### config.mk
export PLATFORM = sky130hd
export DESIGN_NAME = psram_rd_capture_flat
export DESIGN_NICKNAME = d
export VERILOG_FILES = /design/src/rtl/psram_rd_capture_if.sv /design/src/rtl/psram_rd_capture.sv /design/src/flat_wrapper.sv
export SDC_FILE = /design/constraint.sdc
export NUM_CORES = 1
export LEC_CHECK = 0
export BUFFER_PORTS_ARGS = -buffer_cell sky130_fd_sc_hd__buf_2
export CORE_ASPECT_RATIO = 1.2
export CORE_MARGIN = 3
export CORE_UTILIZATION = 57
export DETAILED_ROUTE_END_ITERATION = 16
export GPL_ROUTABILITY_DRIVEN = 0
export HOLD_SLACK_MARGIN = 0.03
export PLACE_DENSITY_LB_ADDON = 0.15
export REMOVE_ABC_BUFFERS = 1
export SYNTH_ARGS = -nofsm -noshare
export SYNTH_HDL_FRONTEND = slang
export SYNTH_SLANG_ARGS = --single-unit
### constraint.sdc
create_clock -name clk_i -period 7.58 [get_ports clk_i]
set_input_delay 1.516 -clock clk_i [delete_from_list [all_inputs] [get_ports clk_i]]
set_output_delay 1.516 -clock clk_i [all_outputs]
set_load 0.005 [all_outputs]
### src/rtl/psram_rd_capture_if.sv
// Handshake bundle between psram_rd_capture and its consumer: read-window control,
// PSRAM pad inputs and the assembled read results.
interface psram_rd_capture_if #(
    parameter int DATA_BYTES = 8,
    parameter int TMO_W      = 8
);
    logic                    arm_i;
    logic [3:0]              byte_num_i;
    logic [TMO_W-1:0]        timeout_i;
    logic                    dqs_i;
    logic [7:0]              dq_i;
    logic [8*DATA_BYTES-1:0] rd_data_o;
    logic [7:0]              rd_byte_o;
    logic                    valid_o;
    logic                    err_o;
    logic                    busy_o;

    modport slave (
        input  arm_i, byte_num_i, timeout_i, dqs_i, dq_i,
        output rd_data_o, rd_byte_o, valid_o, err_o, busy_o
    );

    modport master (
        output arm_i, byte_num_i, timeout_i, dqs_i, dq_i,
        input  rd_data_o, rd_byte_o, valid_o, err_o, busy_o
    );
endinterface

### src/rtl/psram_rd_capture.sv
// PSRAM read-data capture: oversamples DQS/DQ, captures one byte per DQS edge (DDR) and
// publishes the assembled burst atomically, with an inter-edge timeout.
module psram_rd_capture #(
    parameter int DATA_BYTES  = 8,
    parameter int SYNC_STAGES = 2,
    parameter int TMO_W       = 8
) (
    input  logic                clk_i,
    input  logic                rst_i,
    psram_rd_capture_if.slave   bus
);
    localparam int DATA_W = 8 * DATA_BYTES;
    localparam int CNT_W  = $clog2(DATA_BYTES + 1);

    typedef enum logic [1:0] {S_IDLE, S_WAIT, S_CAPT, S_DONE} state_t;

    logic [SYNC_STAGES-1:0]      dqs_sync_q, dqs_sync_d;
    logic [SYNC_STAGES-1:0][7:0] dq_sync_q, dq_sync_d;
    logic                        dqs_prev_q, dqs_prev_d;
    logic                        arm_q, arm_d;
    state_t                      state_q, state_d;
    logic [CNT_W-1:0]            cnt_q, cnt_d, num_q, num_d, num_clamped;
    logic [TMO_W-1:0]            tmo_q, tmo_d, tmo_inc;
    logic [DATA_W-1:0]           buf_q, buf_d, cap_buf, rd_data_q, rd_data_d;
    logic [7:0]                  rd_byte_q, rd_byte_d, dq_s;
    logic                        valid_q, valid_d, err_q, err_d;
    logic                        dqs_s, dqs_edge, arm_rise, last_byte, tmo_hit;

    // DQ goes through the same depth as DQS so the byte is aligned with its edge.
    assign dqs_s    = dqs_sync_q[SYNC_STAGES-1];
    assign dq_s     = dq_sync_q[SYNC_STAGES-1];
    assign dqs_edge = dqs_s ^ dqs_prev_q;
    assign arm_rise = bus.arm_i & ~arm_q;
    assign tmo_inc  = tmo_q + TMO_W'(1);
    assign tmo_hit  = (bus.timeout_i != '0) && (tmo_inc == bus.timeout_i);
    assign last_byte = (cnt_q + CNT_W'(1)) == num_q;

    always_comb begin
        if (bus.byte_num_i == 4'd0 || 32'(bus.byte_num_i) > DATA_BYTES)
            num_clamped = CNT_W'(DATA_BYTES);
        else
            num_clamped = CNT_W'(bus.byte_num_i);
    end

    always_comb begin
        cap_buf = buf_q;
        for (int k = 0; k < DATA_BYTES; k++) begin
            if (cnt_q == CNT_W'(k))
                cap_buf[8*(DATA_BYTES-k)-1 -: 8] = dq_s;
        end
    end

    always_comb begin
        // NOTE: every next-state signal gets a default first so no path leaves it unassigned (no latches).
        dqs_sync_d = {dqs_sync_q[SYNC_STAGES-2:0], bus.dqs_i};
        dq_sync_d  = {dq_sync_q[SYNC_STAGES-2:0], bus.dq_i};
        dqs_prev_d = dqs_s;
        arm_d      = bus.arm_i;
        state_d    = state_q;
        cnt_d      = cnt_q;
        num_d      = num_q;
        tmo_d      = tmo_q;
        buf_d      = buf_q;
        rd_data_d  = rd_data_q;
        rd_byte_d  = rd_byte_q;
        valid_d    = 1'b0;
        err_d      = 1'b0;

        unique case (state_q)
            S_IDLE: begin
                if (arm_rise) begin
                    state_d = S_WAIT;
                    num_d   = num_clamped;
                    cnt_d   = '0;
                    tmo_d   = '0;
                    buf_d   = '0;
                end
            end
            S_WAIT, S_CAPT: begin
                if (!bus.arm_i) begin
                    state_d = S_IDLE;
                end else if (dqs_edge) begin
                    // An edge beats a simultaneous timeout.
                    buf_d = cap_buf;
                    cnt_d = cnt_q + CNT_W'(1);
                    tmo_d = '0;
                    if (last_byte) begin
                        state_d   = S_DONE;
                        rd_data_d = cap_buf;
                        rd_byte_d = cap_buf[DATA_W-1 -: 8];
                        valid_d   = 1'b1;
                    end else begin
                        state_d = S_CAPT;
                    end
                end else begin
                    tmo_d = tmo_inc;
                    if (tmo_hit) begin
                        state_d = S_IDLE;
                        err_d   = 1'b1;
                    end
                end
            end
            S_DONE: state_d = S_IDLE;
            default: state_d = S_IDLE;
        endcase
    end

    // NOTE: sequential state uses non-blocking assignments only, so all flops update together.
    always_ff @(posedge clk_i or posedge rst_i) begin
        if (rst_i) begin
            dqs_sync_q <= '0;
            dq_sync_q  <= '0;
            dqs_prev_q <= 1'b0;
            arm_q      <= 1'b0;
            state_q    <= S_IDLE;
            cnt_q      <= '0;
            num_q      <= '0;
            tmo_q      <= '0;
            buf_q      <= '0;
            rd_data_q  <= '0;
            rd_byte_q  <= '0;
            valid_q    <= 1'b0;
            err_q      <= 1'b0;
        end else begin
            dqs_sync_q <= dqs_sync_d;
            dq_sync_q  <= dq_sync_d;
            dqs_prev_q <= dqs_prev_d;
            arm_q      <= arm_d;
            state_q    <= state_d;
            cnt_q      <= cnt_d;
            num_q      <= num_d;
            tmo_q      <= tmo_d;
            buf_q      <= buf_d;
            rd_data_q  <= rd_data_d;
            rd_byte_q  <= rd_byte_d;
            valid_q    <= valid_d;
            err_q      <= err_d;
        end
    end

    assign bus.rd_data_o = rd_data_q;
    assign bus.rd_byte_o = rd_byte_q;
    assign bus.valid_o   = valid_q;
    assign bus.err_o     = err_q;
    assign bus.busy_o    = (state_q == S_WAIT) || (state_q == S_CAPT);
endmodule

### src/flat_wrapper.sv
// flat-port wrapper written by rule: the top's interface ports become plain ports
module psram_rd_capture_flat 
#(
    parameter int DATA_BYTES  = 8,
    parameter int SYNC_STAGES = 2,
    parameter int TMO_W       = 8
)
  (clk_i, rst_i, bus_arm_i, bus_byte_num_i, bus_timeout_i, bus_dqs_i, bus_dq_i, bus_rd_data_o, bus_rd_byte_o, bus_valid_o, bus_err_o, bus_busy_o);
  psram_rd_capture_if #(.DATA_BYTES(DATA_BYTES), .TMO_W(TMO_W)) bus_i ();
  input  logic clk_i;
  input  logic rst_i;
  input wire logic [$bits(bus_i.arm_i)-1:0] bus_arm_i;
  input wire logic [$bits(bus_i.byte_num_i)-1:0] bus_byte_num_i;
  input wire logic [$bits(bus_i.timeout_i)-1:0] bus_timeout_i;
  input wire logic [$bits(bus_i.dqs_i)-1:0] bus_dqs_i;
  input wire logic [$bits(bus_i.dq_i)-1:0] bus_dq_i;
  output wire logic [$bits(bus_i.rd_data_o)-1:0] bus_rd_data_o;
  output wire logic [$bits(bus_i.rd_byte_o)-1:0] bus_rd_byte_o;
  output wire logic [$bits(bus_i.valid_o)-1:0] bus_valid_o;
  output wire logic [$bits(bus_i.err_o)-1:0] bus_err_o;
  output wire logic [$bits(bus_i.busy_o)-1:0] bus_busy_o;
  assign bus_i.arm_i = bus_arm_i;
  assign bus_i.byte_num_i = bus_byte_num_i;
  assign bus_i.timeout_i = bus_timeout_i;
  assign bus_i.dqs_i = bus_dqs_i;
  assign bus_i.dq_i = bus_dq_i;
  assign bus_rd_data_o = bus_i.rd_data_o;
  assign bus_rd_byte_o = bus_i.rd_byte_o;
  assign bus_valid_o = bus_i.valid_o;
  assign bus_err_o = bus_i.err_o;
  assign bus_busy_o = bus_i.busy_o;
  psram_rd_capture #(.DATA_BYTES(DATA_BYTES), .SYNC_STAGES(SYNC_STAGES), .TMO_W(TMO_W)) u_core (.clk_i(clk_i), .rst_i(rst_i), .bus(bus_i));
endmodule
# After elaboration in Yosys (flattened, before gate mapping)
# Cells that the tools add are included.
[word_totals] out_inout_bits=75 romBits=0 elab_cells=85 mem_count=0 latch_bits=0 mem_bits_rw=0 regBits=176
[op_classes] shifts=0 n_bitwise=3 mul=0 n_div=0 n_lt_le_gt_ge=1 add_sub_neg=2 reduce_logical=14 mux=35 n_eq_ne=16
[op_table] op="two-way mux 64 bit" n=3
[op_table] op="one-hot mux 64 bit (2 select lines)" n=1
[op_table] op="two-way mux 8 bit" n=11
[op_table] op="equality test 4 x 3 -> 1 bit (second input constant)" n=4
[op_table] op="two-way mux 4 bit" n=4
[op_table] op="one-hot mux 8 bit (2 select lines)" n=1
[op_table] op="two-way mux 1 bit" n=9
[op_table] op="adder 8 x 1 -> 8 bit (second input constant)" n=1
[op_table] op="equality test 4 x 2 -> 1 bit (second input constant)" n=2
[op_table] op="equality test 8 bit" n=1
[op_table] op="logical NOT 4 bit" n=2
[op_table] op="two-way mux 2 bit" n=4
[op_table] op="one-hot mux 4 bit (2 select lines)" n=1
[op_table] op="AND reduction 4 bit" n=2
[op_table] op="nonzero test 8 bit" n=1
[op_table] op="one-hot mux 2 bit (3 select lines)" n=1
[op_table] op="adder 4 x 1 -> 4 bit (second input constant)" n=1
[op_table] op="equality test 2 bit (second input constant)" n=2
[op_table] op="equality test 4 x 1 -> 1 bit (second input constant)" n=1
[op_table] op="equality test 4 bit" n=1
[op_table] op="greater-than comparator 4 bit (second input constant)" n=1
[op_table] op="inequality test 2 x 1 -> 1 bit (second input constant)" n=2
[op_table] op="inequality test 4 x 2 -> 1 bit (second input constant)" n=1
[op_table] op="AND reduction 2 bit" n=2
[op_table] op="other kinds (11)" n=12

# Longest topological paths before layout
[depth] word_depth=7 ltp_mapped=10

# Worst setup path after synthesis
# OpenSTA, ideal clock, no wires.
[synth_path] path_type="input to register" start="input port bus_timeout_i[7]" end="register u_core.state_q[1]" required_time_ps=7462 cell_stages=5 arrival_ps=2732 setup_slack_ps=4730 cell_sequence="xor2_1 -> or3b_1 -> a2111oi_2 -> o21ai_2 -> a21o_1"
[synth_via] elab_chain_cells=4 word_cells_on_any_way=5 classes_between="2 x eq/ne; 3 x reduce/logical"
[synth_rtl] element="start: declaration" line_no="flat_wrapper.sv:14" source="input wire logic [$bits(bus_i.timeout_i)-1:0] bus_timeout_i;"
[synth_rtl] element="equality test 8 bit or nonzero test 8 bit (tied branches)" line_no="psram_rd_capture.sv:35" source="assign tmo_hit = (bus.timeout_i != '0) && (tmo_inc == bus.timeout_i);"
[synth_rtl] element="logical AND 1 bit *" line_no="psram_rd_capture.sv:35"
[synth_rtl] element="inequality test 4 x 2 -> 1 bit (no source line) *"
[synth_rtl] element="AND reduction 2 bit (no source line) *"
[synth_rtl] element="end signal: assignment" line_no="psram_rd_capture.sv:129" source="state_q <= state_d;"
[synth_rtl] element="end: declaration" line_no="psram_rd_capture.sv:21" source="state_t state_q, state_d;"
# Every way passes the cells marked *; elsewhere a longest branch is shown, timed or not.
# A chain may end at the register's enable or synchronous reset.

# Worst setup path after layout
[layout_path] start="input port bus_arm_i" end="register u_core.buf_q[40]"
[layout_via] elab_chain_cells=3 word_cells_on_any_way=4 classes_between="2 x eq/ne; 1 x bitwise; 1 x reduce/logical"
[layout_rtl] element="start: declaration" line_no="flat_wrapper.sv:12" source="input wire logic [$bits(bus_i.arm_i)-1:0] bus_arm_i;"
[layout_rtl] element="AND 1 bit" line_no="psram_rd_capture.sv:33" source="assign arm_rise = bus.arm_i & ~arm_q;"
[layout_rtl] element="inequality test 2 x 1 -> 1 bit (no source line)"
[layout_rtl] element="AND reduction 4 bit (no source line) *"
[layout_rtl] element="end signal: assignment" line_no="psram_rd_capture.sv:133" source="buf_q <= buf_d;"
[layout_rtl] element="end: declaration" line_no="psram_rd_capture.sv:24" source="logic [DATA_W-1:0] buf_q, buf_d, cap_buf, rd_data_q, rd_data_d;"
# Marks and branches as above.

==> impl_metrics.toml <==
[route]
ant_nets = 0
post_drt_wl_per_cell_um = 17.8
num_vias = 5063
wirelength_um = 15700
post_drt_via_cell_ratio = 5.76
drt_iter0_drc = 453
firstDrtPassIters = 5
drc_violations_left = 0

[grt]
grt_max_degree = 88
globalRoute.totalOverflow = 0
grt_pass1_wl_um = 25600
antenna_violations_before_repair = 0
grt_pass1_vias = 4980
grt_use_total = 0.236

[sta]
max_slew_margin = 0.314
final_hold_viol_count = 0
final.setup_skew_ps = 8.86
fmax_mhz = 299
time_the_final_worst_path_needs_with_i_o_delays_and_setup_ps = 3340
unrepaired_setup_endpoints_after_global_routing = "false"
timing.final.max_slew_violations = 0
worst-slew-pin-transition_ps = 1030
setup_viol = 0
post-route-period-util = 0.441

[yosys]
number_of_distinct_standard_cells_referenced_by_the_synthesized_netlist = 43
synth.cells.most_frequent = "sky130_fd_sc_hd__dfrtp_1 (168), sky130_fd_sc_hd__nor2_1 (78), sky130_fd_sc_hd__a21oi_1 (66), sky130_fd_sc_hd__mux2i_1 (66), sky130_fd_sc_hd__a22o_1 (65)"
synth-seq-cells = 168
synth_async_sr_flop_share = 1.00
syn-instance-count = 626
synth_top_area_cell = "sky130_fd_sc_hd__dfrtp_1"
netlist.area_leader.share = 0.589
synth_most_common_cell = "sky130_fd_sc_hd__dfrtp_1"
synth_edf_count = 0
yosys_warnings = 0
synth_area_per_cell_um2 = 11.4
syn-cell-area_um2 = 7140
synth.yosys.seq_area_share = 0.589
yosys-top-cells-area = "sky130_fd_sc_hd__dfrtp_1 (59%), sky130_fd_sc_hd__mux2i_1 (9.3%), sky130_fd_sc_hd__a22o_1 (8.0%), sky130_fd_sc_hd__a21oi_1 (4.6%), sky130_fd_sc_hd__nor2_1 (4.1%)"
postSynth.topFlopCell = "sky130_fd_sc_hd__dfrtp_1"

[power_and_ir_drop]
total_leakage_power_uw = 0.00416
share_seq_of_total_power = 0.424
ir_drop_mv = 0.208
power_report.internal_total_uw = 2050
power_frac_comb = 0.255
switching_share = 0.310
clock_power_share = 0.321
cellPowerDensity_nw_per_um2 = 358
p_sw_uw = 923

[clock_network]
clk_path_buf_depth = 2
clk_transition_reported_paths_ps = 60
tritoncts_num_sinks = 168
tritoncts_clock_tree = "done"
post_cts.repair.setup_buffers = 0
tritoncts.num_buffers = 17
hold_buffers = 0
cts-root-buf = "sky130_fd_sc_hd__clkbuf_16"
clock_insertion_delay_worst_skew_ps = 420
cts_max_level = 4
cts-resized-gates = 0

[critical_path]
critical_path.startpoint_type = "input port"
crit_slowest_cell = "sky130_fd_sc_hd__or2_0"
timing.critical_path.required_ps = 7890
cpPeakStageDelay_ps = 840
worst-path-buf-inv = 1
critical_path.cell_chain = "buf_2 > o211ai_1 > or2_0 > o21ai_1 > a22o_1"
worst-setup-path-type = "in2reg"
r2r.worst_path.cells = 6
worstPathMaxFanout = 15
worst_ep_arrival_time_ps = 3650
cpLargestDelayFamily = "compound AO/OA/AOI/OAI gates"
cp.depth = 5
worstSetupEndpointType = "flop"

[placed_design]
dpl.cell_count = 847
dp_hpwl_um = 9970
port_buffers = 98
detailed_place.area_um2 = 7660

[floorplan]
chipHeight_um = 129
fp.dieArea_um2 = 13900
initial_core_util = 0.587
core_um2 = 12200
top_level_ports = 99
rows = 44
dieWidth_um = 108

[status]
outcome = "finished clean"

[final_layout]
synthToLayoutAreaGrowth_pct = 16.5
layoutNonFillerInstCount = 879
finalInstanceArea_um2 = 8320
n_antenna_cell = 0
layout-drive-gt1-share = 0.198
fin_nets = 736
nFillCells = 924

[worst_hold_path]
hold_depth = 0
worst_hold_path_type = "reg2reg"

[flow_run]
max-cap-violations = 0
-- path summary, 6_finish.rpt --
| kind | startpoint | end | slack [ps] |
|---|---|---|---|
| max | bus_arm_i | u_core.buf_q[40] | 4240 |
| min | u_core.dq_sync_d[8] | u_core.dq_s[0] | 350 |
| max reg2reg | u_core.state_q[1] | u_core.buf_q[40] | 4290 |
| min reg2reg | u_core.dq_sync_d[8] | u_core.dq_s[0] | 350 |
| max in group asynchronous | rst_i | u_core.bus.rd_data_o[3] | 4790 |
| min in group asynchronous | rst_i | u_core.bus.rd_byte_o[5] | 1250 |
-- routing by layer --
layer / track usage / share of wire / vias to the layer above
met2: 0.376 / 0.49 / 135
met3: 0.0452 / 0.042 / 21
met5: 0 / 0 / -
li1: - / - / 2371
met4: 0.0877 / 0.019 / 0
met1: 0.326 / 0.45 / 2536
-- layout by cell type (no fill, tap or decap), types with 2 or more instances in the layout --
cell type and instances:
sky130_fd_sc_hd__nand4_1 4, sky130_fd_sc_hd__o21ai_0 15, sky130_fd_sc_hd__clkbuf_16 17, sky130_fd_sc_hd__nand2b_1 8
sky130_fd_sc_hd__nand3_1 4, sky130_fd_sc_hd__clkinvlp_4 3, sky130_fd_sc_hd__buf_4 3, sky130_fd_sc_hd__buf_2 98
sky130_fd_sc_hd__xor2_1 5, sky130_fd_sc_hd__a22o_1 65, sky130_fd_sc_hd__nor2_2 5, sky130_fd_sc_hd__a21oi_1 66
sky130_fd_sc_hd__clkbuf_8 2, sky130_fd_sc_hd__inv_1 7, sky130_fd_sc_hd__clkinv_4 2, sky130_fd_sc_hd__nand2_1 36
sky130_fd_sc_hd__bufinv_16 5, sky130_fd_sc_hd__and2_1 7, sky130_fd_sc_hd__mux2i_1 66, sky130_fd_sc_hd__o41ai_1 2
sky130_fd_sc_hd__o21ai_1 5, sky130_fd_sc_hd__nor2_1 78, sky130_fd_sc_hd__nor3_1 2, sky130_fd_sc_hd__nor4_1 2
sky130_fd_sc_hd__a21o_1 2, sky130_fd_sc_hd__nor4b_1 2, sky130_fd_sc_hd__dfrtp_1 168, sky130_fd_sc_hd__clkbuf_1 2
sky130_fd_sc_hd__o31ai_1 2, sky130_fd_sc_hd__ha_1 7, sky130_fd_sc_hd__xnor2_1 9
-- logic make-up after synthesis --
group	count (synthesis)	share of synthesized area
flops	168	0.589
compound gates	167	0.159
simple gates	155	0.0966
mux	66	0.0925
buf+inv	49	0.0331
xor+xnor	14	0.0172
fa+ha+maj	7	0.0123
-- area by class of cell --
cell class                 instances  area [um2]  share of cell area
clock buffer                      21         460              0.0553
clock inverter                    11         195              0.0235
inverter                           8        35.0             0.00421
multi-input combinational        409        2710               0.326
sequential                       168        4200               0.505
tap                              161         201              0.0242
timing repair buffer             101         513              0.0617
-- through the flow --
stage / hold WS (ps) / total power, uW / setup TNS [ps] / worst slack [ps] / utilization
2_1_floorplan: 331 / 1720 / -95750 / -1710 / -
3_3_place_gp: 332 / 2000 / 0 / 3900 / 0.630
3_5_place_dp: 335 / 2030 / 0 / 3800 / 0.630
4_1_cts: 348 / 3000 / 0 / 4250 / 0.684
5_1_grt: 358 / 3150 / 0 / 3950 / 0.684
6_report: 348 / 2970 / 0 / 4240 / 0.684
-- power by group through the flow --
stage	Combinational (uW)	Clock [uW]	Sequential, uW
after detailed placement	764	0	1270
final	760	955	1260
after global routing	857	1010	1290
after floorplan	454	0	1270
after global placement	737	0	1260
after CTS	772	967	1260
-- worst reg2reg max path, cell delays in order (launching register included) --
cell	delay, ps
sky130_fd_sc_hd__dfrtp_1	370
sky130_fd_sc_hd__inv_1	50
sky130_fd_sc_hd__ha_1	380
sky130_fd_sc_hd__o211ai_1	810
sky130_fd_sc_hd__or2_0	840
sky130_fd_sc_hd__o21ai_1	420
sky130_fd_sc_hd__a22o_1	300
-- flip-flops by register name, indices dropped and copies added (netlist names) --
name / count
u_core.num_q: 4
u_core.arm_q: 1
u_core.dq_s: 8
u_core.dqs_prev_q: 1
u_core.state_q: 2
u_core.bus.rd_data_o: 57
u_core.dq_sync_d: 8
u_core.bus.valid_o: 1
u_core.tmo_q: 8
u_core.cnt_q: 4
u_core.buf_q: 64
u_core.dqs_sync_q: 2
u_core.bus.rd_byte_o: 7
u_core.bus.err_o: 1
Note: power is estimated with default switching activity, not from simulation.
